$ cat src/rtl/mem_responder.sv
// Memory-side CPU responder: boot-loaded 8-bit store with WAIT_CYCLES wait states per access.
// Optional ROM_PROTECT_EN: CPU writes below PROT_LIMIT are dropped and flagged on wr_err.
module mem_responder #(
    parameter int DEPTH       = 256,
    parameter int WAIT_CYCLES = 1,
    parameter int LOAD_LEN    = 256,
    parameter int PROT_LIMIT  = 16
) (
    input  logic       clk,
    input  logic       rst,
    input  logic       cpu_req,
    input  logic [7:0] cpu_addr,
    input  logic       cpu_readwrite,
    input  logic [7:0] cpu_wdata,
    output logic [7:0] cpu_rdata,
    output logic       cpu_ready,
    output logic       cpu_hold,
    input  logic       ld_valid,
    input  logic [7:0] ld_data,
    input  logic       ld_last,
    output logic       ld_ready,
    output logic       boot_done,
    output logic       wr_err
);
    typedef enum logic [1:0] {BOOT, IDLE, WAIT, RESP} state_t;

    state_t     state_q;
    logic [8:0] ld_ptr_q;
    logic [3:0] cnt_q;
    logic [7:0] addr_q, wdata_q, rdata_q;
    logic       we_q, ready_q, hold_q, ld_ready_q, boot_done_q, wr_err_q;
    logic [7:0] mem [DEPTH];

    logic       ld_acc_d, in_range_d, prot_d, mem_wr_d;
    logic [7:0] rd_d;

    assign ld_acc_d   = (state_q == BOOT) && ld_valid && ld_ready_q;
    assign in_range_d = {1'b0, addr_q} < 9'(DEPTH);
`ifdef ROM_PROTECT_EN
    assign prot_d     = {1'b0, addr_q} < 9'(PROT_LIMIT);
`else
    logic unused_prot;
    assign unused_prot = PROT_LIMIT[0];
    assign prot_d      = 1'b0;
`endif
    assign mem_wr_d   = (state_q == RESP) && we_q && in_range_d && !prot_d;
    assign rd_d       = in_range_d ? mem[addr_q] : 8'h00;

    // Contents survive reset; only a live reset cycle suppresses the write.
    always_ff @(posedge clk) begin
        if (!rst) begin
            if (ld_acc_d)
                mem[ld_ptr_q[7:0]] <= ld_data;
            else if (mem_wr_d)
                mem[addr_q] <= wdata_q;
        end
    end

    always_ff @(posedge clk) begin
        if (rst) begin
            state_q     <= BOOT;
            ld_ptr_q    <= '0;
            cnt_q       <= '0;
            addr_q      <= '0;
            wdata_q     <= '0;
            we_q        <= 1'b0;
            rdata_q     <= 8'h00;
            ready_q     <= 1'b0;
            hold_q      <= 1'b1;
            ld_ready_q  <= 1'b1;
            boot_done_q <= 1'b0;
            wr_err_q    <= 1'b0;
        end else begin
            ready_q  <= 1'b0;
            wr_err_q <= 1'b0;
            case (state_q)
                BOOT: begin
                    if (ld_acc_d) begin
                        ld_ptr_q <= ld_ptr_q + 9'd1;
                        if (ld_last || ld_ptr_q == 9'(LOAD_LEN - 1)) begin
                            state_q     <= IDLE;
                            ld_ready_q  <= 1'b0;
                            hold_q      <= 1'b0;
                            boot_done_q <= 1'b1;
                        end
                    end
                end
                IDLE: begin
                    if (cpu_req) begin
                        addr_q  <= cpu_addr;
                        we_q    <= cpu_readwrite;
                        wdata_q <= cpu_wdata;
                        if (WAIT_CYCLES == 0) begin
                            state_q <= RESP;
                        end else begin
                            cnt_q   <= 4'(WAIT_CYCLES - 1);
                            state_q <= WAIT;
                        end
                    end
                end
                WAIT: begin
                    if (cnt_q == 4'd0) state_q <= RESP;
                    else               cnt_q   <= cnt_q - 4'd1;
                end
                RESP: begin
                    ready_q <= 1'b1;
                    if (!we_q) rdata_q  <= rd_d;
                    else       wr_err_q <= prot_d;
                    state_q <= IDLE;
                end
                default: state_q <= BOOT;
            endcase
        end
    end

    assign cpu_rdata = rdata_q;
    assign cpu_ready = ready_q;
    assign cpu_hold  = hold_q;
    assign ld_ready  = ld_ready_q;
    assign boot_done = boot_done_q;
    assign wr_err    = wr_err_q;
endmodule
$ cat config.mk
export PLATFORM = sky130hd
export DESIGN_NAME = mem_responder
export DESIGN_NICKNAME = d
export VERILOG_FILES = /design/src/rtl/mem_responder.sv
export SDC_FILE = /design/constraint.sdc
export NUM_CORES = 2
export LEC_CHECK = 0
export ABC_AREA = 1
export CAP_MARGIN = 15
export CORE_UTILIZATION = 55
export DETAILED_ROUTE_END_ITERATION = 8
export PLACE_DENSITY = 0.72
export SYNTH_ARGS = -nofsm -noshare
export SYNTH_HDL_FRONTEND = slang
export SYNTH_SLANG_ARGS = --single-unit
export TNS_END_PERCENT = 20
$ cat constraint.sdc
create_clock -name clk -period 16.9 [get_ports clk]
set_input_delay 3.38 -clock clk [delete_from_list [all_inputs] [get_ports clk]]
set_output_delay 3.38 -clock clk [all_outputs]
set_load 0.02 [all_outputs]
-- Word-level counts from Yosys, hierarchy flattened
Memories as Yosys holds them, arrays and structs flattened. A register that Yosys moved wholly into a read port is not among the register bits.
Index checks and enable logic that the tools add are counted.
Widths: inputs -> output; s select.
- logic and storage cells: 55
- flip-flop bits (word level): 35
- output and inout port bits: 13
- RAM bits: 2048
- input port bits: 30
- memories kept: 1
- memories (memory ; words ; width ; rd ports ; clocked after memory_dff ; wr ports ; line ; source):
    mem ; 256 ; 8 ; 1 ; 1 ; 1 ; 32 ; logic [7:0] mem [DEPTH];
- equal/unequal tests: 9
- reduce and logical (&&, ||, !) cells: 14
- bitwise gates (word level): 1
- add/sub/neg operators: 2
- mux-type cells: 19
- operators with widths (kind ; count):
    $mux 8 ; 2
    $add 9x1->9 const B ; 1
    $eq 9x8->1 const B ; 1
    $mux 1 ; 9
    $mux 2 ; 4
    $mux 4 ; 2
    $ne 2x2->1 const B ; 4
    $pmux 2 s4 ; 1
    $pmux 4 s2 ; 1
    $reduce_or 8->1 ; 1
    $reduce_and 2->1 ; 3
    $reduce_and 3->1 ; 2
    $eq 2x2->1 const B ; 2
    $logic_not 4->1 ; 1
    $reduce_and 4->1 ; 1
    $sub 4x1->4 const B ; 1
    $logic_and 1x1->1 ; 3
    $eq 2x1->1 const B ; 1
    $logic_not 2->1 ; 1
    $ne 2x1->1 const B ; 1
    $reduce_bool 2->1 ; 1
    $logic_or 1x1->1 ; 1
    $not 1->1 ; 1

-- Logic depth before layout (Yosys ltp)
- word-level depth: 8
- depth in mapped cells: 17
- gate-level depth less buffers: 13

-- Worst setup path before layout
No wires, ideal clock.
- path type: input-to-reg
- start: input rst
- end: memory mem[0][0] (data pin)
- required time: 16076 ps
- setup slack: 9086 ps
- path buffers: 1
- arrival: 6990 ps
- library setup time: 824 ps
- cell stages on the path: 6
- cells stage by stage: buf_2 > nor2_4 > nand3_4 > inv_2 > nand2_1 > nand2_1
- longest elaborated chain between the ends: 4
- RTL lines (item ; line ; source):
    start: declaration ; 10 ; input logic rst,
    $mux 1 ; 51 ; if (!rst) begin
    $mux 1 (not written as such) ; 55 ; mem[addr_q] <= wdata_q;
    $reduce_or 8->1 (no line) ; -- ;
    $mux 8 (no line) ; -- ;
    end: declaration ; 32 ;
Every way passes these cells.

-- Worst setup path after layout
- start: input rst
- end: memory mem[91][1] (data pin)
The elaborated chain is that of the path after synthesis.

==> impl_results.md <==
* First-pass GRT wire length at between 300000 and 400000 µm
* Crit-path cells: clkdlybuf4s50_1 -> buf_4 -> nor2_4 -> nand3_4 -> inv_2 -> nand2_1 -> nand2_4 -> buf_4 -> buf_4 -> buf_4
* Status: complete, no violations
* Period utilization at 46.36%
* IO Pins at 43
* Seq cells post-synth at 2091
* Hold Vio Cnt, Final at 0
* Num rows at 143
* Worst-path clk slew at 0.06 ns
* CP most frequent cell: buf_4
* DP HPWL at ~130000 µm
* Post-CTS sizing at 0
* Core region area at 152800 µm²
* Complex-gate fraction of the synthesized area at 0.4352%
* Post-synthesis sequential area ratio at approximately three quarters
* Worst Hold Launch: wdata_q[0]$_SDFFE_PP0P_
* Slowest-stage cell, CP: buf_4
* Max_slew headroom at approximately a quarter
* Setup TNS at 0 ns
* Hold Path Class: reg -> reg
* Initial core utilization at a little under three fifths
* Arrival @ worst endpoint at 8.36 ns
* Worst setup path start: rst
* Root Buffer: clkbuf_16
* RSZ-0062 raised after global routing: false
* XOR/XNOR Fraction of Synth Area at 0%
* Worst skew pair latency at around 0.84 ns
* Pwr Density at roughly 130 nW/µm²
* Max Root-Sink Buffers at 3
* Die Wd at 395.4 µm
* Max_cap viols at 0
* Total number of vias at 56770
* Post-route DRC at 0
* Largest net degree at the start of global routing at ~190
* Gpl congestion at between 0.9 and 1
* Number of port buffers at 41
* H-tree levels at 4
* Post-Synth Simple-Gate Area at 23.14%
* Required time of the worst setup path at ~17 ns
* Pwr Total at about 12 mW
* Aggregate global-route resource usage at 28.65%
* Reg2reg start: addr_q[0]$_SDFFE_PP0P_
* Initial antenna violation count at 6
* Via/cell ratio at 6.098
* Slew @ Worst Pin at 1.147 ns
* CTS tree: done
* Cells after Synth at around 7300
* Wirelength per Cell at 24.23 µm
* Filler instances at approximately 12000
* Final antenna-violating net count at 0
* Final min period at approximately 7.8 ns
* Initial DRC count at 8594
* Final wirelength at roughly 230000 µm
* Main combinational cell family by area after synthesis: simple AND/OR/NAND/NOR gates
* Syn Std Cell Area at 85110 µm²
* Nets at 7139
* Sink Count at 2091
* Syn Nets at 7305
* Die height at 395.4 µm
* Peak VDD IR at 132.7 µV
* Fraction of synthesized area in multiplexers at 0%
* Crit path largest cell delay at 0.93 ns
* Worst Clk Skew at 0.03213 ns
* Grt ovf at 0
* Syn Area/Cell at 11.71 µm²
* Setup crit start kind: primary input
* TritonRoute pass-1 iters at 7
* Pins Over Slew Limit at 0
* Postcts setup bufs at 0
* Layout cell share with drive strength beyond 1 at 5.992%
* Cell leakage power at 31.97 nW
* Layout area overhead at 9.682%
* Synth warn at 0
* Critical path endpoint category: flop
* CP delay by family, top: buffers and inverters
* WP buf/inv at 6
* # hold bufs at CTS at 0
* Synth cell types at 32
* Count of final setup violators at 0
* Post-Synth Adder-Cell Area at 0.1176%
* Die area at 156300 µm²
* F_max at 127.6 MHz
* FF-to-FF setup slack at 11.28 ns
* Vias in the first global route at around 53000
* CP Max Fanout at 74
* WS Path Type: in -> reg
* Cts bufs inserted at 202
[cells in the final DEF (no fill, tap or decap), types with 38 or more instances in the layout]
| master | netlist | layout |
|---|---|---|
| edfxtp_1 | 2048 | 2048 |
| inv_1 | 65 | 63 |
| clkinv_1 | 4 | 47 |
| dfxtp_1 | 43 | 38 |
| nand2_1 | 2156 | 2146 |
| clkbuf_16 | 0 | 208 |
| nor2_1 | 320 | 320 |
| nand3_1 | 2025 | 2025 |
| clkinv_2 | 0 | 50 |
| clkdlybuf4s50_1 | 0 | 41 |
| buf_4 | 22 | 73 |
[cells by family (layout without fill, tap and decap cells)]
kind of cell               Yosys count  in the layout
other                                1              5
adders and majority gates            8              8
DFF                               2091           2091
AOI/OAI and AO/OA                   64             64
and+or+nand+nor                   4535           4535
buffers and inverters              568            577
[power by group]
| part | switching, mW | total, mW | internal (mW) |
|---|---|---|---|
| clock network | 1.91 | 4.59 | 2.67 |
| logic | 1.59 | 2.12 | 0.538 |
| registers | 0.0572 | 5.78 | 5.72 |
| total | 3.56 | 12.5 | 8.93 |
[tightest hold or removal path, stage by stage (launching register included)]
cell,delay (ns)
dfxtp_1,0.33
nor2_1,0.05
nor2_1,0.08
[registers in the layout, indices dropped and copies added (netlist names)]
register and flops:
mem 2048, ld_ptr_q 9, addr_q 8, cpu_rdata 8, wdata_q 8, cnt_q 4
state_q 2, boot_done 1, cpu_ready 1, ld_ready 1, we_q 1
[Yosys cell counts (all sizes together)]
cell    instances  area [µm²]
nor3b           2       15.01
a21oi          25       125.1
nor2          328        1286
conb            1       3.750
buf           367        1822
edfxtp       2048       61500
a211oi          2       15.01
nand3        2028       10170
ha              8       100.1
clkbuf        126       473.0
inv            71       269.0
nor4            2       12.51
nand4           1       6.260
clkinv          4       15.01
nand2        2167        8162
nor3            7       40.04
o21ai          37       230.2
dfxtp          43       860.8
[metal layers]
metal,GRT usage (%),wire length (µm),up-vias
li1,-,-,25380
met2,43.24,102100,3488
met4,11.73,9188,2
met3,6.702,26840,486
met5,0,13,-
met1,40.30,87440,27420
[through the flow]
step           cells  util [%]  hold slack, ns  setup slack, ns  cell area (µm²)
6_report        9310     61.09          0.4876            9.064            93350
5_1_grt         9306     61.08          0.5135            8.872            93340
4_1_cts         9306     61.08          0.4875            9.170            93340
3_5_place_dp    8927     56.68          0.4736            8.312            86600
3_3_place_gp    8927     56.68          0.4684            8.311            86600
2_1_floorplan   7267         -          0.4554            9.086            85110
[cell type report]
| class | count | area, µm² | area share, % |
|---|---|---|---|
| antenna | 4 | 10.01 | 0.01072 |
| sequential | 2091 | 62380 | 66.82 |
| timing repair buffer | 123 | 1139 | 1.220 |
| clock inverter | 137 | 1401 | 1.501 |
| inverter | 75 | 315.3 | 0.3378 |
| multi-input combinational | 4608 | 20230 | 21.68 |
| tap | 2030 | 2540 | 2.721 |
| clock buffer | 242 | 5333 | 5.713 |
[final timing paths]
| check | to | cells after the start |
|---|---|---|
| hold / removal | wdata_q[0]$_SDFFE_PP0P_ | 2 |
| hold reg to reg | wdata_q[0]$_SDFFE_PP0P_ | 2 |
| setup / recovery | mem[91][1]$_DFFE_PP_ | 10 |
| setup reg to reg | cpu_rdata[2]$_SDFFE_PP0P_ | 17 |
Note: power is estimated with default switching activity, not from simulation.
